[config.mk]
export PLATFORM = sky130hd
export DESIGN_NAME = wb_burst_master
export DESIGN_NICKNAME = d
export VERILOG_FILES = /design/src/rtl/wb_burst_master.sv
export SDC_FILE = /design/constraint.sdc
export NUM_CORES = 1
export LEC_CHECK = 0
export BUFFER_PORTS_ARGS = -buffer_cell sky130_fd_sc_hd__buf_4
export CAP_MARGIN = 0
export CORE_AREA = 2 2 231 233
export CTS_BUF_LIST = sky130_fd_sc_hd__clkbuf_16
export DETAILED_ROUTE_END_ITERATION = 10
export DIE_AREA = 0 0 233 235
export PLACE_DENSITY = 0.58
export SLEW_MARGIN = 40
export SYNTH_ARGS = -nofsm -noshare
export SYNTH_HDL_FRONTEND = slang
export SYNTH_SLANG_ARGS = --single-unit
[constraint.sdc]
create_clock -name wb_clk_i -period 4.3 [get_ports wb_clk_i]
set_input_delay 0 -clock wb_clk_i [delete_from_list [all_inputs] [get_ports wb_clk_i]]
set_output_delay 0 -clock wb_clk_i [all_outputs]
set_load 0.05 [all_outputs]
[src/rtl/wb_burst_master.sv]
// wb_burst_master
// Wishbone classic / incrementing-burst initiator. A command (address, direction,
// beat count) becomes one bus cycle of cmd_len+1 beats. Write data is buffered in
// full before the cycle starts; read data streams out one word per ack.
//
// Ports
//   wb_clk_i, wb_rst_i          clock, synchronous active-high reset
//   cmd_valid/cmd_ready         command handshake (accepted only in IDLE)
//   cmd_we, cmd_addr, cmd_sel   direction, start byte address, byte select
//   cmd_len                     beats-1 (0 = single transfer)
//   wdat_valid/wdat_ready/wdat  write-data stream, cmd_len+1 words per write
//   rdat_valid, rdat            one-cycle pulse per read beat, no backpressure
//   done, done_err, done_beats  completion pulse, timeout flag, acked beats
//   wb_*_o / wb_ack_i, wb_dat_i Wishbone initiator port (all outputs registered)
//
// Configuration
//   WB_MASTER_TIMEOUT_EN  when defined, a cycle that sees no ack for
//                         TIMEOUT_CYCLES cycles is aborted with done_err=1.
//                         When undefined the master waits forever and
//                         done_err is tied to 0.

module wb_burst_master #(
  parameter  int AW             = 32,
  parameter  int DW             = 32,
  parameter  int MAX_BURST      = 8,
  parameter  int TIMEOUT_CYCLES = 256,
  localparam int SW             = DW / 8,
  localparam int LW             = $clog2(MAX_BURST)
) (
  input  logic          wb_clk_i,
  input  logic          wb_rst_i,
  input  logic          cmd_valid,
  output logic          cmd_ready,
  input  logic          cmd_we,
  input  logic [AW-1:0] cmd_addr,
  input  logic [SW-1:0] cmd_sel,
  input  logic [LW-1:0] cmd_len,
  input  logic          wdat_valid,
  output logic          wdat_ready,
  input  logic [DW-1:0] wdat,
  output logic          rdat_valid,
  output logic [DW-1:0] rdat,
  output logic          done,
  output logic          done_err,
  output logic [LW:0]   done_beats,
  output logic          wb_cyc_o,
  output logic          wb_stb_o,
  output logic          wb_we_o,
  output logic [AW-1:0] wb_addr_o,
  output logic [DW-1:0] wb_dat_o,
  output logic [SW-1:0] wb_sel_o,
  output logic [2:0]    wb_cti_o,
  input  logic          wb_ack_i,
  input  logic [DW-1:0] wb_dat_i
);

  typedef enum logic [1:0] {IDLE, LOAD, BUS, DONE} state_t;

  localparam logic [AW-1:0] ADDR_STEP = AW'(SW);
  localparam logic [LW-1:0] IDX_ONE   = LW'(1);
  localparam logic [LW:0]   ACK_ONE   = (LW+1)'(1);
  localparam logic [2:0]    CTI_CLASSIC = 3'b000;
  localparam logic [2:0]    CTI_INCR    = 3'b010;
  localparam logic [2:0]    CTI_END     = 3'b111;

  state_t        state_q, state_d;
  logic [LW-1:0] len_q, len_d;
  logic [LW-1:0] idx_q, idx_d, idx_next;
  logic [AW-1:0] start_q, start_d;
  logic [SW-1:0] sel_q, sel_d;
  logic [LW:0]   acks_q, acks_d;
  logic          cyc_d, we_d;
  logic [AW-1:0] addr_d;
  logic [DW-1:0] dat_d;
  logic [SW-1:0] wsel_d;
  logic [2:0]    cti_d;
  logic          rdv_d;
  logic          buf_wr;
  logic          ack_ok;
  logic [DW-1:0] wbuf [MAX_BURST];

`ifdef WB_MASTER_TIMEOUT_EN
  localparam int TW = $clog2(TIMEOUT_CYCLES + 1);
  logic [TW-1:0] tocnt_q, tocnt_d;
  logic          err_q, err_d;
`endif

  // Handshake strobes come straight from the state so a command or word is
  // accepted in the same cycle it is offered; reset masks them immediately.
  assign cmd_ready  = (state_q == IDLE) && !wb_rst_i;
  assign wdat_ready = (state_q == LOAD) && !wb_rst_i;
  assign done       = (state_q == DONE) && !wb_rst_i;
  assign done_beats = acks_q;
  assign wb_stb_o   = wb_cyc_o;
  assign ack_ok     = wb_ack_i && wb_stb_o && (state_q == BUS);
  assign idx_next   = idx_q + IDX_ONE;

`ifdef WB_MASTER_TIMEOUT_EN
  assign done_err = err_q;
`else
  logic unused_timeout;
  assign done_err       = 1'b0;
  assign unused_timeout = (TIMEOUT_CYCLES != 0);
`endif

  // Next-state and next-bus-value logic. Bus outputs are computed one cycle
  // ahead so that every wb_*_o leaves a flop; idx counts loaded words in LOAD
  // and the current beat in BUS.
  always_comb begin
    state_d = state_q;
    len_d   = len_q;
    idx_d   = idx_q;
    start_d = start_q;
    sel_d   = sel_q;
    acks_d  = acks_q;
    cyc_d   = wb_cyc_o;
    we_d    = wb_we_o;
    addr_d  = wb_addr_o;
    dat_d   = wb_dat_o;
    wsel_d  = wb_sel_o;
    cti_d   = wb_cti_o;
    rdv_d   = 1'b0;
    buf_wr  = 1'b0;
`ifdef WB_MASTER_TIMEOUT_EN
    tocnt_d = '0;
    err_d   = err_q;
`endif

    case (state_q)
      IDLE: begin
        if (cmd_valid) begin
          len_d   = cmd_len;
          start_d = cmd_addr;
          sel_d   = cmd_sel;
          idx_d   = '0;
          acks_d  = '0;
`ifdef WB_MASTER_TIMEOUT_EN
          err_d   = 1'b0;
`endif
          if (cmd_we) begin
            state_d = LOAD;
          end else begin
            state_d = BUS;
            cyc_d   = 1'b1;
            we_d    = 1'b0;
            addr_d  = cmd_addr;
            dat_d   = '0;
            wsel_d  = cmd_sel;
            cti_d   = (cmd_len == '0) ? CTI_CLASSIC : CTI_INCR;
          end
        end
      end

      LOAD: begin
        if (wdat_valid) begin
          buf_wr = 1'b1;
          if (idx_q == len_q) begin
            // The last word is still in flight to the buffer this cycle,
            // so a single-beat write takes its data from the input port.
            state_d = BUS;
            idx_d   = '0;
            cyc_d   = 1'b1;
            we_d    = 1'b1;
            addr_d  = start_q;
            dat_d   = (len_q == '0) ? wdat : wbuf[0];
            wsel_d  = sel_q;
            cti_d   = (len_q == '0) ? CTI_CLASSIC : CTI_INCR;
          end else begin
            idx_d = idx_next;
          end
        end
      end

      BUS: begin
        if (ack_ok) begin
          acks_d = acks_q + ACK_ONE;
          rdv_d  = !wb_we_o;
          if (idx_q == len_q) begin
            state_d = DONE;
            cyc_d   = 1'b0;
            we_d    = 1'b0;
            addr_d  = '0;
            dat_d   = '0;
            wsel_d  = '0;
            cti_d   = CTI_CLASSIC;
          end else begin
            idx_d  = idx_next;
            addr_d = wb_addr_o + ADDR_STEP;
            dat_d  = wb_we_o ? wbuf[idx_next] : '0;
            cti_d  = (idx_next == len_q) ? CTI_END : CTI_INCR;
          end
`ifdef WB_MASTER_TIMEOUT_EN
        end else if (tocnt_q == TW'(TIMEOUT_CYCLES - 1)) begin
          state_d = DONE;
          err_d   = 1'b1;
          cyc_d   = 1'b0;
          we_d    = 1'b0;
          addr_d  = '0;
          dat_d   = '0;
          wsel_d  = '0;
          cti_d   = CTI_CLASSIC;
        end else begin
          tocnt_d = tocnt_q + TW'(1);
`endif
        end
      end

      DONE: begin
        state_d = IDLE;
      end

      default: begin
        state_d = IDLE;
      end
    endcase
  end

  // State, command and bus registers; reset clears every visible output.
  always_ff @(posedge wb_clk_i) begin
    if (wb_rst_i) begin
      state_q    <= IDLE;
      len_q      <= '0;
      idx_q      <= '0;
      start_q    <= '0;
      sel_q      <= '0;
      acks_q     <= '0;
      wb_cyc_o   <= 1'b0;
      wb_we_o    <= 1'b0;
      wb_addr_o  <= '0;
      wb_dat_o   <= '0;
      wb_sel_o   <= '0;
      wb_cti_o   <= 3'b000;
      rdat_valid <= 1'b0;
      rdat       <= '0;
`ifdef WB_MASTER_TIMEOUT_EN
      tocnt_q    <= '0;
      err_q      <= 1'b0;
`endif
    end else begin
      state_q    <= state_d;
      len_q      <= len_d;
      idx_q      <= idx_d;
      start_q    <= start_d;
      sel_q      <= sel_d;
      acks_q     <= acks_d;
      wb_cyc_o   <= cyc_d;
      wb_we_o    <= we_d;
      wb_addr_o  <= addr_d;
      wb_dat_o   <= dat_d;
      wb_sel_o   <= wsel_d;
      wb_cti_o   <= cti_d;
      rdat_valid <= rdv_d;
      if (rdv_d) begin
        rdat <= wb_dat_i;
      end
`ifdef WB_MASTER_TIMEOUT_EN
      tocnt_q    <= tocnt_d;
      err_q      <= err_d;
`endif
    end
  end

  // Write buffer: contents are meaningless after reset, so it has none.
  always_ff @(posedge wb_clk_i) begin
    if (buf_wr) begin
      wbuf[idx_q] <= wdat;
    end
  end

endmodule

==> results.toml <==
[sta]
setup_viol = 0
fmax_mhz = 324
finalCritPeriodShare_pct = 71.8
min_period_ns = 3.09
tns_ns = 0
report.final.hold_viol_count = 0
relSlewSlack_pct = 46.9
skew_ns = 0.0386
slew_violations = 0
hold_ws_ns = 0.201
worst_pin_slew_ns = 0.790
rsz0062_at_grt = "no"

[setup_path]
cp_max_fo = 32
worstSetupPathType = "flip-flop to flip-flop"
arrival_ns = 3.57
required_ns = 4.79
end_kind = "flip-flop"
worst_setup_path_start_kind = "flip-flop"

[synthesis]
synth_nets = 1540
synth.area.top_cells = "edfxtp_1, dfxtp_1, mux4_2"
syn-cell-area_sq_um = 17100
yosysTopAreaCell = "edfxtp_1"
ys_ff_latch = 409
yosysSeqAreaShare_pct = 62.8
yosysMostFrequentCell = "edfxtp_1"
synthCells = 1424
synth_top_cells_by_count = "edfxtp_1, nand2_1, a21oi_1"
ys_types = 56
synth_edf_count = 256
synth_top_area_share_pct = 44.9
ys.flop_type = "edfxtp_1"
avgSynthCellArea_sq_um = 12.0
yosysWarningCount = 0
async_flop_share_pct = 0

[power_and_ir_drop]
share_comb_of_total_power_pct = 32.0
netSwitchingFraction_pct = 37.5
clock_power_share_pct = 28.5
switchingPower_mw = 4.73
irDropWorstVdd_mv = 0.351
p_seq_share_pct = 39.5
p_int_mw = 7.89
p_leak_nw = 7.84
totalPowerFinal_mw = 12.6
power.density_nw_per_um2 = 566

[cells_and_area]
fin_util_pct = 42.7
fill_cells = 4867
multi_input_area_sq_um = 5880
regArea_sq_um = 10800
fin_nets = 1868
antennaDiodeCount = 0
stdcell_count = 2476
drive_gt1_share_pct = 22.9
synthToLayoutAreaGrowth_pct = 30.2

[clock_network]
cts_root_buf = "clkbuf_16"
clock_latency_ns = 0.59
cts_resized = 0
clockBufferDepth = 3
cts_sinks = 409
htree_levels = 2
cts_buffers = 45
cts_tree = "built"
path_clk_slew_ns = 0.06

[worst_hold_path]
hold_path_class = "input port to flip-flop"

[drt]
avgRoutedWirePerCell_microns = 19.5
ant_nets = 0
vias = 12565
drtIter0Drc = 935
drc_errors = 0
drt_first_pass_iters = 5
wirelength_mm = 48.2
avgViaCountPerCell = 5.07

[global_route]
grt_pass1_wl_mm = 73.3
grt_use_total_pct = 17.2
overflow = 0
antenna_found_initial = 2
grt_pass1_vias = 12570
grt_max_degree = 59

[flow_run]
cap_violations = 0

[die]
die_h_microns = 235
die_w_microns = 233
row_count = 84
io_pins = 224
core_area_sq_um = 52200
dieArea_sq_um = 54800
initial_utilization_pct = 32.8

[placement]
portBuffers = 222
dp_cells = 2254
dpl.hpwl_mm = 28.4
gp_congestion = 0.801

[status]
status = "complete, no violations"
critical path, stage by stage, from the launching register on:
cell,delay (ns)
dfxtp_1,0.36
inv_1,0.09
ha_1,0.35
a21boi_0,0.24
a211oi_1,0.41
nand2_2,0.46
or3_1,0.51
buf_4,0.31
o22ai_1,0.24
power groups by stage:
stage | combinational [mW] | clock (mW) | sequential (mW)
6_report | 4.04 | 3.60 | 4.99
5_1_grt | 4.35 | 3.85 | 5.04
4_1_cts | 4.05 | 3.71 | 4.98
3_5_place_dp | 3.90 | 0 | 5.06
3_3_place_gp | 3.85 | 0 | 5.05
2_1_floorplan | 1.77 | 0 | 5.87
placed cells by master, fill, tap and decap left out, types with 22 or more instances in the layout:
master,instances
mux2i_1,33
mux4_2,64
nor2_1,67
clkbuf_16,45
nand2_1,237
nand3_1,27
inv_1,46
edfxtp_1,256
o22ai_1,22
dfxtp_1,152
buf_4,245
o21ai_0,50
dlygate4sd3_1,139
a21oi_1,187
routing by layer:
metal	track usage, %	routed length [microns]
met1	23.5	21400
met3	2.97	2980
met2	28.3	22900
met5	0	27
met4	4.54	848
registers in the layout, indices dropped and copies added (netlist names):
name        count
done_beats      4
idx_q           3
len_q           3
rdat           32
rdat_valid      1
sel_q           4
start_q        32
state_q         2
wb_addr_o      32
wb_cti_o        2
wb_cyc_o        1
wb_dat_o       32
wb_sel_o        4
wb_we_o         1
wbuf          256
final cells by class:
type | instances | area share, %
tap | 688 | 3.86
sequential | 409 | 48.2
clock buffer | 45 | 5.05
multi-input combinational | 871 | 26.4
clock inverter | 38 | 1.08
timing repair buffer | 387 | 14.7
inverter | 38 | 0.651
stage by stage:
step | worst slack (ns) | instance area [sq um]
2_1_floorplan | 0.312 | 17100
3_3_place_gp | 1.36 | 19500
3_5_place_dp | 1.28 | 19500
4_1_cts | 1.25 | 22300
5_1_grt | 0.940 | 22300
6_report | 1.21 | 22300
cells by family after synthesis:
logic type	count (synthesis)	share of synthesized area [%]
adders and majority gates	7	0.512
AOI/OAI and AO/OA	332	11.5
muxes	97	10.4
xor gates and xnor gates	8	0.453
other	1	0.0219
buffers and inverters	144	3.46
DFF	409	62.8
and+or+nand+nor	426	10.9
path summary, 6_finish.rpt:
path              start           end  slack [ns]  cells after the start
max          state_q[0]  wb_dat_o[27]        1.21                      8
min             wdat[9]    wbuf[0][9]        0.20                      2
max reg2reg  state_q[0]  wb_dat_o[27]        1.21                      8
min reg2reg    rdat[28]      rdat[28]        0.45                      2
timing repair:
action	CTS	global route
buffers inserted	0	0
hold endpoints to repair	400	0
hold buffers	139	0
No activity file was read; power rests on OpenSTA's default activity.
